===== config.mk =====
export PLATFORM = sky130hd
export DESIGN_NAME = mem_cmd_bridge
export DESIGN_NICKNAME = d
export VERILOG_FILES = /design/src/rtl/mem_cmd_bridge.sv
export SDC_FILE = /design/constraint.sdc
export NUM_CORES = 1
export LEC_CHECK = 0
export CAP_MARGIN = 15
export CELL_PAD_IN_SITES_DETAIL_PLACEMENT = 1
export CELL_PAD_IN_SITES_GLOBAL_PLACEMENT = 2
export CORE_ASPECT_RATIO = 1.75
export CORE_MARGIN = 2
export CORE_UTILIZATION = 35
export CTS_BUF_LIST = sky130_fd_sc_hd__clkbuf_16
export CTS_CLUSTER_SIZE = 14
export DETAILED_ROUTE_END_ITERATION = 8
export DONT_BUFFER_PORTS = 1
export GPL_ROUTABILITY_DRIVEN = 0
export HOLD_SLACK_MARGIN = 0.03
export PLACE_DENSITY_LB_ADDON = 0.1
export SYNTH_ARGS = -nofsm -noshare
export SYNTH_HDL_FRONTEND = slang
export SYNTH_SLANG_ARGS = --single-unit

===== constraint.sdc =====
create_clock -name clk_i -period 2.17 [get_ports clk_i]
set_input_delay 0.3255 -clock clk_i [delete_from_list [all_inputs] [get_ports clk_i]]
set_output_delay 0.3255 -clock clk_i [all_outputs]
set_load 0.02 [all_outputs]

===== src/rtl/mem_cmd_bridge.sv =====
// mem_cmd_bridge
//
// Turns a byte-oriented host command stream into single-cycle accesses on a
// 16-bit synchronous RAM. It also streams read data back to the host as bytes.
//
// Command format (host -> bridge):
//   'W' (0x57) ADDR_H ADDR_L LEN  D0_H D0_L D1_H D1_L ...   write LEN words
//   'R' (0x52) ADDR_H ADDR_L LEN                            read LEN words
//   LEN = 0x00 means 256 words. Any other byte seen in IDLE is dropped.
//   The address increments per word and wraps modulo VECTOR_LENGTH.
//
// Handshake: each byte stream is a valid/ready pair. A byte moves on the
// rising edge where valid and ready are both high, and on no other edge.
// Once in_valid_o is raised, in_data_o holds its value until that edge.
//
// Ports:
//   clk_i, rst_i                      clock, asynchronous active-high reset
//   out_data_i/out_valid_i/out_ready_o  host -> bridge command/data bytes
//   in_data_o/in_valid_o/in_ready_i     bridge -> host read-back bytes
//   ram_clke_o     one-cycle RAM access strobe
//   ram_we_o       1 = write, 0 = read (only meaningful with ram_clke_o)
//   ram_addr_o     RAM word address (current address register)
//   ram_mask_o     bit mask, 0 = bit written; always full-word writes
//   ram_wdata_o    write word
//   ram_rdata_i    read word, valid the cycle after a read strobe
//   busy_o         high whenever the FSM is not in IDLE
module mem_cmd_bridge #(
  parameter int VECTOR_LENGTH = 512,
  parameter int ADDR_WIDTH    = $clog2(VECTOR_LENGTH)
) (
  input  logic                  clk_i,
  input  logic                  rst_i,
  input  logic [7:0]            out_data_i,
  input  logic                  out_valid_i,
  output logic                  out_ready_o,
  output logic [7:0]            in_data_o,
  output logic                  in_valid_o,
  input  logic                  in_ready_i,
  output logic                  ram_clke_o,
  output logic                  ram_we_o,
  output logic [ADDR_WIDTH-1:0] ram_addr_o,
  output logic [15:0]           ram_mask_o,
  output logic [15:0]           ram_wdata_o,
  input  logic [15:0]           ram_rdata_i,
  output logic                  busy_o
);

  localparam logic [7:0] CMD_WRITE = 8'h57;
  localparam logic [7:0] CMD_READ  = 8'h52;
  localparam logic [ADDR_WIDTH-1:0] LAST_ADDR = ADDR_WIDTH'(VECTOR_LENGTH - 1);

  typedef enum logic [3:0] {
    IDLE    = 4'd0,
    ADDR_H  = 4'd1,
    ADDR_L  = 4'd2,
    LEN     = 4'd3,
    WR_HI   = 4'd4,
    WR_LO   = 4'd5,
    WR_MEM  = 4'd6,
    RD_REQ  = 4'd7,
    RD_WAIT = 4'd8,
    RD_HI   = 4'd9,
    RD_LO   = 4'd10
  } state_t;

  state_t      state, state_next;
  logic [15:0] addr, addr_next;
  logic [8:0]  count, count_next;     // 9 bits so that LEN=0x00 can mean 256
  logic [15:0] hold, hold_next;
  logic [15:0] wdata, wdata_next;
  logic        write_flag, write_next;
  logic        ready_state;

  logic [ADDR_WIDTH-1:0] addr_word;
  logic [ADDR_WIDTH-1:0] addr_inc;
  logic                  addr_unused;

  // The address register is 16 bits wide. Only the low ADDR_WIDTH bits reach
  // the RAM; the upper bits are captured from the host and otherwise ignored.
  assign addr_word   = addr[ADDR_WIDTH-1:0];
  assign addr_unused = ^addr;

  // Explicit wrap so that a non-power-of-two depth also wraps at
  // VECTOR_LENGTH-1 instead of at 2**ADDR_WIDTH-1.
  assign addr_inc = (addr_word == LAST_ADDR) ? '0 : addr_word + ADDR_WIDTH'(1);

  // State register and datapath registers.
  always_ff @(posedge clk_i or posedge rst_i) begin
    if (rst_i) begin
      state      <= IDLE;
      addr       <= 16'h0000;
      count      <= 9'd0;
      hold       <= 16'h0000;
      wdata      <= 16'h0000;
      write_flag <= 1'b0;
    end else begin
      state      <= state_next;
      addr       <= addr_next;
      count      <= count_next;
      hold       <= hold_next;
      wdata      <= wdata_next;
      write_flag <= write_next;
    end
  end

  // Next-state and output decode.
  always_comb begin
    state_next  = state;
    addr_next   = addr;
    count_next  = count;
    hold_next   = hold;
    wdata_next  = wdata;
    write_next  = write_flag;
    ready_state = 1'b0;
    in_valid_o  = 1'b0;
    in_data_o   = 8'h00;
    ram_clke_o  = 1'b0;
    ram_we_o    = 1'b0;

    case (state)
      IDLE: begin
        ready_state = 1'b1;
        if (out_valid_i) begin
          if (out_data_i == CMD_WRITE) begin
            write_next = 1'b1;
            state_next = ADDR_H;
          end else if (out_data_i == CMD_READ) begin
            write_next = 1'b0;
            state_next = ADDR_H;
          end
          // Any other byte is accepted and dropped.
        end
      end

      ADDR_H: begin
        ready_state = 1'b1;
        if (out_valid_i) begin
          addr_next  = {out_data_i, addr[7:0]};
          state_next = ADDR_L;
        end
      end

      ADDR_L: begin
        ready_state = 1'b1;
        if (out_valid_i) begin
          addr_next  = {addr[15:8], out_data_i};
          state_next = LEN;
        end
      end

      LEN: begin
        ready_state = 1'b1;
        if (out_valid_i) begin
          count_next = (out_data_i == 8'h00) ? 9'd256 : {1'b0, out_data_i};
          state_next = write_flag ? WR_HI : RD_REQ;
        end
      end

      WR_HI: begin
        ready_state = 1'b1;
        if (out_valid_i) begin
          wdata_next = {out_data_i, wdata[7:0]};
          state_next = WR_LO;
        end
      end

      WR_LO: begin
        ready_state = 1'b1;
        if (out_valid_i) begin
          wdata_next = {wdata[15:8], out_data_i};
          state_next = WR_MEM;
        end
      end

      WR_MEM: begin
        ram_clke_o = 1'b1;
        ram_we_o   = 1'b1;
        count_next = count - 9'd1;
        addr_next  = 16'(addr_inc);
        state_next = (count == 9'd1) ? IDLE : WR_HI;
      end

      RD_REQ: begin
        ram_clke_o = 1'b1;
        state_next = RD_WAIT;
      end

      // The RAM returns data one cycle after the strobe. Capture it here so
      // the host can stall without the RAM output having to stay stable.
      RD_WAIT: begin
        hold_next  = ram_rdata_i;
        state_next = RD_HI;
      end

      RD_HI: begin
        in_valid_o = 1'b1;
        in_data_o  = hold[15:8];
        if (in_ready_i) begin
          state_next = RD_LO;
        end
      end

      RD_LO: begin
        in_valid_o = 1'b1;
        in_data_o  = hold[7:0];
        if (in_ready_i) begin
          count_next = count - 9'd1;
          addr_next  = 16'(addr_inc);
          state_next = (count == 9'd1) ? IDLE : RD_REQ;
        end
      end

      default: begin
        state_next = IDLE;
      end
    endcase
  end

  // ready is forced low while reset is held. Every other output is already
  // quiet in IDLE, and the asynchronous reset forces the FSM into IDLE.
  assign out_ready_o = ready_state & ~rst_i;
  assign ram_addr_o  = addr_word;
  assign ram_mask_o  = 16'h0000;
  assign ram_wdata_o = wdata;
  assign busy_o      = (state != IDLE);

endmodule


# After elaboration in Yosys (flattened, before gate mapping)
# Index checks and enable logic that the tools add are counted.
[word_totals]
reg_bits = 55
inputBits = 28
out_inout_bits = 54
elab_cells = 87
[op_classes]
addsub = 2
eq_ne = 23
n_mux = 31
n_bitwise = 6
n_reduce_logical = 17
[ops]
columns = ["cell", "n"]
rows = [
  ["$mux 9", 5],
  ["$pmux 4 s11", 1],
  ["$mux 4", 10],
  ["$pmux 9 s4", 1],
  ["$pmux 16 s2", 1],
  ["$pmux 9 s3", 1],
  ["$eq 4x3->1 const B", 4],
  ["$eq 8x7->1 const B", 2],
  ["$mux 16", 1],
  ["$ne 2x2->1 const B", 8],
  ["$pmux 8 s2", 1],
  ["$eq 4x4->1 const B", 3],
  ["$reduce_and 3->1", 4],
  ["$add 9x1->9 const B", 1],
  ["$eq 9x1->1 const B", 1],
  ["$eq 9x9->1 const B", 1],
  ["$reduce_and 9->1", 1],
  ["$reduce_bool 3->1", 3],
  ["$sub 9x1->9 const B", 1],
  ["$eq 4x2->1 const B", 2],
  ["$logic_not 8->1", 1],
  ["$mux 8", 1],
  ["$reduce_and 4->1", 2],
  ["$mux 1", 6],
  ["other kinds (11)", 17],
]

# Depth between registers and ports, before layout
# Gate-level depths: netlist of the first run.
[depth]
ltp_word = 5
ltp_mapped = 9

# Worst setup path after synthesis of the first run
# No wires, ideal clock.
[synth_path]
kind = "register to register"
startpoint = "register addr[0]"
endpoint = "register addr[3]"
setup_ns = 0.066
t_arrival_ns = 2.140
required_time_ns = 2.104
setup_slack_ns = -0.036
stages_incl_launch_ff = 10
path_buffers = 1
synth_period_minus_slack_ns = 2.206
path_cell_list = "dfrtp_1 > ha_1 > and3_1 > nand3_1 > nor2_1 > ha_1 > or3_1 > clkbuf_1 > o31ai_1 > a22o_1"
[synth_between]
elab_chain_len = 4
[synth_lines]
columns = ["item", "line_no", "text"]
rows = [
  ["start: declaration", "67", "logic [15:0] addr, addr_next;"],
  ["start signal: assignment", "98", "addr <= addr_next;"],
  ["$add 9x1->9 or $eq 9x9->1 (tied branches)", "85", "assign addr_inc = (addr_word == LAST_ADDR) ? '0 : addr_word + ADDR_WIDTH'(1);"],
  ["$mux 9 *", "85", ""],
  ["$mux 9", "206", "if (in_ready_i) begin"],
  ["$pmux 9 s4 *", "120", "case (state)"],
]
# Mark *: on every way between the ends. The rest lies on a longest branch, timed or not. The select of a mux whose other input is x is not followed.
# A chain may end at the register's enable or synchronous reset.

# Final worst setup path of the first run
[layout_path]
startpoint = "register state[0]"
endpoint = "output in_data_o[4]"
[layout_between]
elab_chain_len = 2
[layout_lines]
columns = ["item", "line_no", "text"]
rows = [
  ["start: declaration", "66", "state_t state, state_next;"],
  ["start signal: assignment", "97", "state <= state_next;"],
  ["$eq 4x4->1", "120", ""],
  ["$pmux 8 s2 *", "120", ""],
  ["end: declaration", "36", "output logic [7:0] in_data_o,"],
]
# Mark *: on every way between the ends. The rest lies on a longest branch, timed or not.

==> results.toml, run 1 <==
[timing]
finalSetupViolCount = 0
skew_ns = 0.00814
hold_viol = 0
period_minus_slack_ns = 2.06
rsz0062_at_grt = "false"
finalCritPeriodShare_pct = 95.0
clock.fmax_ghz = 0.485
maxSlewViolCount = 0

[routing]
vias = 2455
vias_per_cell = 5.58
wl_um = 8870
dr.pass1.iters = 4
antenna_left = 0
drt_iter0_markers = 51
wl_per_cell_um = 20.1
drcViolationCount = 0

[floorplanning]
rows = 45
die_x_um = 75.4
die_area_mm2 = 0.00972
core_area_mm2 = 0.00867
die_y_um = 129
initial_utilization_pct = 36.0
boundaryPins = 82

[cells_and_area]
drive_gt1_share_pct = 34.4
instances_no_fill = 440
design_area_mm2 = 0.00365
area_delta_synth_final_pct = 16.8
nNetsFinal = 354
antenna_cells = 0
post-route-util_pct = 42.0

[synthesis]
ys_warn_count = 0
syn_area_mm2 = 0.00312
synth_cells = 296
synth_seq_cells = 55
synth.distinct_cells = 53
synthArstFlopShare_pct = 100
avgSynthCellArea_um2 = 10.5
synthFlopType = "dfrtp_1"
synth_seq_area_share_pct = 44.1
synth-edff-count = 0

[power_and_ir_drop]
power_density_mw_per_mm2 = 1430
power.leakage_uw = 0.00156
ir_worst_vdd_v = 0.000654
totalPowerFinal_uw = 5210

[setup_path]
criticalPathCategory = "flop to primary output"
cp-end-kind = "primary output"
crit_required_ns = 1.84
startpoint_type = "flop"
crit_fanout = 10
arrival_ns = 1.74

[grt]
grt_usage_pct = 19.2
grt_overflow_total = 0
grt_pass1_wl_um = 14100
grt_max_degree = 31
antenna_found_initial = 0
grt_pass1_vias = 2606

[flow_run]
cap_viol_max_count = 0

[place]
dp.cells = 431
hpwl_um = 6840
portBuffers = 0
dpl-instance-area_mm2 = 0.00344

[cts]
cts_tree = "yes"
cts_buffer_depth = 2
h-tree-depth = 2
root_buffer = "clkbuf_16"
cts_made_buffers = 5
clock-sinks = 55
worstSkewPairLatency_ns = 0.30
path_clk_slew_ns = 0.08

[outcome]
outcome = "completed"

[min_path]
hold_class = "input pin to flop"
metrics by stage:
step / setup TNS (ns) / hold slack (ns) / worst slack (ns)
3_5_place_dp: -0.0509 / 0.162 / -0.0260
4_1_cts: 0 / 0.165 / 0.0350
2_1_floorplan: 0 / 0.457 / 0.0152
3_3_place_gp: 0 / 0.161 / 0.0233
6_report: 0 / 0.170 / 0.108
5_1_grt: 0 / 0.156 / 0.0262
cell type report:
type	count	area, um2
multi-input combinational	209	1610
tap	117	146
inverter	10	37.5
timing repair buffer	41	323
clock inverter	3	27.5
sequential	55	1380
clock buffer	5	125
fill	988	5020
cells in the mapped netlist, types with 2 or more instances:
master	count	share of area (%)
mux2_2	35	13
buf_4	16	3.8
a21oi_1	10	1.6
o41a_1	2	0.72
or4_1	2	0.48
nor4bb_1	2	0.64
dfrtp_1	55	44
nor2b_1	4	0.80
o221ai_1	7	2.0
a32o_1	5	1.6
inv_1	10	1.2
nand2_1	9	1.1
o31ai_1	3	0.72
nand3_1	6	0.96
or2_2	2	0.40
a22o_1	16	4.5
clkbuf_1	18	2.2
nor4_1	4	0.80
ha_1	4	1.6
o21ai_0	11	1.8
a22oi_1	3	0.72
nor3_1	11	1.8
nor3b_1	2	0.48
o2bb2ai_1	8	2.2
o221a_2	2	0.72
and3_1	5	1.0
buf_2	3	0.48
nand2b_1	4	0.80
nor2_1	13	1.6
flip-flops by register name (all words and copies together) (netlist names):
register     count
write_flag       1
addr             9
count            9
state            4
ram_wdata_o     16
hold            16
final timing paths:
kind / start / end / slack (ns) / cells after the start
max reg2reg: addr[0]$_DFFE_PP0P_ / addr[3]$_DFFE_PP0P_ / 0.16 / 8
max: state[0]$_DFFE_PP0P_ / in_data_o[4] / 0.11 / 4
min: out_data_i[7] / ram_wdata_o[15]$_DFFE_PP0P_ / 0.17 / 1
min in group asynchronous: rst_i / hold[1]$_DFFE_PP0P_ / 0.42 / 2
max in group asynchronous: rst_i / addr[0]$_DFFE_PP0P_ / 1.24 / 3
min reg2reg: hold[11]$_DFFE_PP0P_ / hold[11]$_DFFE_PP0P_ / 0.51 / 1
where the power goes:
group	leakage (uW)	internal, uW	total [uW]	switching (uW)
logic	0.000794	1110	2300	1190
clock network	0.0000719	439	845	406
registers	0.000690	1480	2070	588
layer usage:
metal	vias up	routed length [um]	track usage, %
met4	0	124	5.57
li1	1135	-	-
met1	1255	3390	21.7
met5	-	0	0
met2	57	5040	35.2
met3	8	315	3.68
placed cells by master, fill, tap and decap left out, types with 5 or more instances in the layout:
cell type and instances:
dfrtp_1 51, buf_4 39, mux2_2 35, conb_1 16, nor2_1 13, nor3_1 11
a21oi_1 10, inv_1 9, o21ai_0 9, nand2_1 9, o2bb2ai_1 8, a22o_1 8
a22o_2 8, o221ai_1 7, and3_1 5, a32o_1 5, nand3_1 5, clkbuf_16 5
what timing repair did:
item                       4_1_cts  5_1_grt
hold endpoints to repair         9        0
hold buffers                     1        0
gates resized for setup          9        8
pin swaps                        0        2
setup endpoints to repair       10        8
setup buffers                    0        0
critical path, cell delays in order (launching register included):
cell and delay (ns):
dfrtp_2 0.48, buf_4 0.20, nor4bb_4 0.31, buf_4 0.22, a22o_2 0.22
kinds of logic after synthesis:
| logic type | Yosys count | share of synthesized area [%] |
|---|---|---|
| buffers and inverters | 47 | 7.70 |
| flip-flops | 55 | 44.1 |
| AND/OR/NAND/NOR | 72 | 13.0 |
| other | 1 | 0.120 |
| multiplexers | 36 | 13.1 |
| adder cells (fa/ha/maj) | 4 | 1.60 |
| XOR/XNOR | 2 | 0.561 |
| AO/OA/AOI/OAI | 79 | 19.8 |
Note: power is estimated with default switching activity, not from simulation.
==> run 2: changes to the inputs <==
--- a/config.mk
+++ b/config.mk
@@ -12,7 +12,6 @@
 export CORE_MARGIN = 2
 export CORE_UTILIZATION = 35
 export CTS_BUF_LIST = sky130_fd_sc_hd__clkbuf_16
-export CTS_CLUSTER_SIZE = 14
 export DETAILED_ROUTE_END_ITERATION = 8
 export DONT_BUFFER_PORTS = 1
 export GPL_ROUTABILITY_DRIVEN = 0
==> results of run 2 <==
Final layout, timing and power as in run 1 (identical DEF).
==> run 3: changes to the inputs <==
--- a/config.mk
+++ b/config.mk
@@ -6,7 +6,7 @@
 export NUM_CORES = 1
 export LEC_CHECK = 0
 export CAP_MARGIN = 15
-export CELL_PAD_IN_SITES_DETAIL_PLACEMENT = 1
+export CELL_PAD_IN_SITES_DETAIL_PLACEMENT = 2
 export CELL_PAD_IN_SITES_GLOBAL_PLACEMENT = 2
 export CORE_ASPECT_RATIO = 1.75
 export CORE_MARGIN = 2
==> run 3 against run 2 <==
Net effect: die area is the same; critical path type unchanged; wire length grew 7.3%; cell count is the same; clock power grew 0.8%; largest cell class unchanged; clock skew grew 0.0012 ns; worst hold slack lost 0.0032 ns; sequential share of layout area shrank 0.069 points; via count grew 2.1%; combinational power grew 2%; non-clock buffer count is the same; register-to-register slack lost 0.04 ns.
==> results.toml, run 3 (synthesis gave the netlist of run 1 again) <==
[routing]
antenna_left = 0
vias = 2507
vias_per_cell = 5.70
drt_iter0_markers = 57
dr.pass1.iters = 4
wl_um = 9510
wl_per_cell_um = 21.6
drcViolationCount = 0

[cells_and_area]
layout_common_cells = "50 x dfrtp_1, 39 x buf_4, 35 x mux2_2"
regArea_mm2 = 0.00138
post-route-util_pct = 42.2
area_delta_synth_final_pct = 17.2
drive_gt1_share_pct = 34.7
final_common_cell = "dfrtp_1"
nNetsFinal = 354
design_area_mm2 = 0.00366
nFillCells = 950
multi_input_area_mm2 = 0.00161
antenna_cells = 0

[timing]
finalSetupViolCount = 0
relSlewSlack_pct = 64.9
layout_setup_ws_ns = 0.102
hold_viol = 0
rsz0062_at_grt = "false"
fin_hold_ws_ns = 0.166
finalCritPeriodShare_pct = 95.3
skew_ns = 0.00931
clock.fmax_ghz = 0.484
worstMarginPinSlew_ns = 0.523
maxSlewViolCount = 0
period_minus_slack_ns = 2.07

[setup_path]
path_common_cell = "buf_4"
rrSetupSlack_ns = 0.12
arrival_ns = 1.74
crit_fanout = 10
criticalPathCategory = "flop to primary output"
cp_cell_sequence = "buf_4, nor4bb_4, buf_4, a22o_2"
cpLargestDelayFamily = "flip-flops"
critPathLaunch = "state[0]$_DFFE_PP0P_"
slowest_delay_ns = 0.48
crit_required_ns = 1.84
r2r-start = "addr[0]$_DFFE_PP0P_"
startpoint_type = "flop"
r2r_end = "addr[6]$_DFFE_PP0P_"
crit_cells = 4
cp_num_buf_inv = 2
cp_slowest_cell = "dfrtp_2"
r2r_cells = 8
cp-end-kind = "primary output"
cp-endpoint = "in_data_o[0]"

[power_and_ir_drop]
p_int_uw = 3030
p_sw_share_pct = 42.6
totalPowerFinal_uw = 5280
pwr-share-clk_pct = 16.1
p_sw_uw = 2250
ir_worst_vdd_v = 0.000723
comb_power_share_pct = 44.5
power.leakage_uw = 0.00156
seqPwrFrac_pct = 39.4
power_density_mw_per_mm2 = 1440

[min_path]
hold_class = "input pin to flop"

[grt]
grt_max_degree = 31
grt_use_met3_pct = 3.99
met2_usage_pct = 38.2
grt_usage_pct = 20.3
grt_overflow_total = 0
grt_pass1_vias = 2833
gr-max-usage-layer = "met2"
met1_usage_pct = 21.7
grt_pass1_wl_um = 14800
antenna_found_initial = 0

[floorplanning]
die_y_um = 129
boundaryPins = 82
initial_utilization_pct = 36.0
die_area_mm2 = 0.00972
die_x_um = 75.4
rows = 45
core_area_mm2 = 0.00867

[place]
preCtsSetupSlack_ns = -0.00430
hpwl_um = 7320
dpl-instance-area_mm2 = 0.00344
portBuffers = 0

[cts]
path_clk_slew_ns = 0.08
worstSkewPairLatency_ns = 0.30
root_buffer = "clkbuf_16"
cts_tree = "yes"
cts_made_buffers = 5
h-tree-depth = 2
clock-sinks = 55
cts_buffer_depth = 2

[outcome]
outcome = "completed"

[flow_run]
cap_viol_max_count = 0
run 3: changes by cell type in the layout (fill, tap and decap cells not counted):
cell,change
o31ai_4,+1
o21ai_0,+1
o21ai_1,-1
o31ai_2,-1
dfrtp_2,+1
dfrtp_1,-1
run 3: cell type report:
cell class,count,share of cell area (%)
multi-input cells,209,44.1
flip-flops and latches,55,37.8
repair buffers,41,8.83
well taps,117,4.00
clock buffers,5,3.42
inverters,10,1.03
clock inverters,3,0.753
run 3: timing repair:
| action | in CTS | in global routing |
|---|---|---|
| endpoints found under the hold margin | 9 | 0 |
| buffers inserted | 0 | 0 |
| endpoints found under the setup margin | 11 | 12 |
| pin swaps | 0 | 2 |
| gates resized for setup | 8 | 10 |
| hold buffers | 1 | 0 |
| cloned | 0 | 0 |
run 3: worst min path at each step:
stage                               startpoint                           to  slack [ns]  cells after the start
after global routing             out_data_i[5]  ram_wdata_o[13]$_DFFE_PP0P_        0.16                      1
after detailed placement                 rst_i          hold[1]$_DFFE_PP0P_        0.16                      1
after CTS                        out_data_i[7]  ram_wdata_o[15]$_DFFE_PP0P_        0.16                      1
after floorplan           count[7]$_DFFE_PP0P_         count[7]$_DFFE_PP0P_        0.46                      1
final                           ram_rdata_i[8]          hold[8]$_DFFE_PP0P_        0.17                      1
after global placement                   rst_i          hold[1]$_DFFE_PP0P_        0.16                      1
run 3: power by group through the flow:
stage	combinational, uW	sequential [uW]	clock, uW
finish	2350	2080	852
global route	2570	2150	914
CTS	2350	2090	886
detailed placement	2330	2100	0
global placement	2260	2080	0
floorplan	1500	2040	0
run 3: per-stage QoR:
stage                     cells  setup TNS, ns
after floorplan             311              0
after global placement      431              0
after detailed placement    431       -0.00830
after CTS                   440        -0.0478
after global routing        440              0
final                       440              0
run 3: routing by layer:
layer  wire length, um  vias to the layer above
met5                 0                        -
met4               162                        0
met3               316                       14
met2              5570                       55
met1              3460                     1303
li1                  -                     1135
run 3: worst register-to-register path, stage by stage (launching register included):
cell     delay [ns]
dfrtp_2        0.41
ha_1           0.21
and3_1         0.21
nand3_2        0.09
nor2_1         0.05
ha_1           0.19
or3_4          0.44
o31ai_2        0.24
a22o_1         0.16
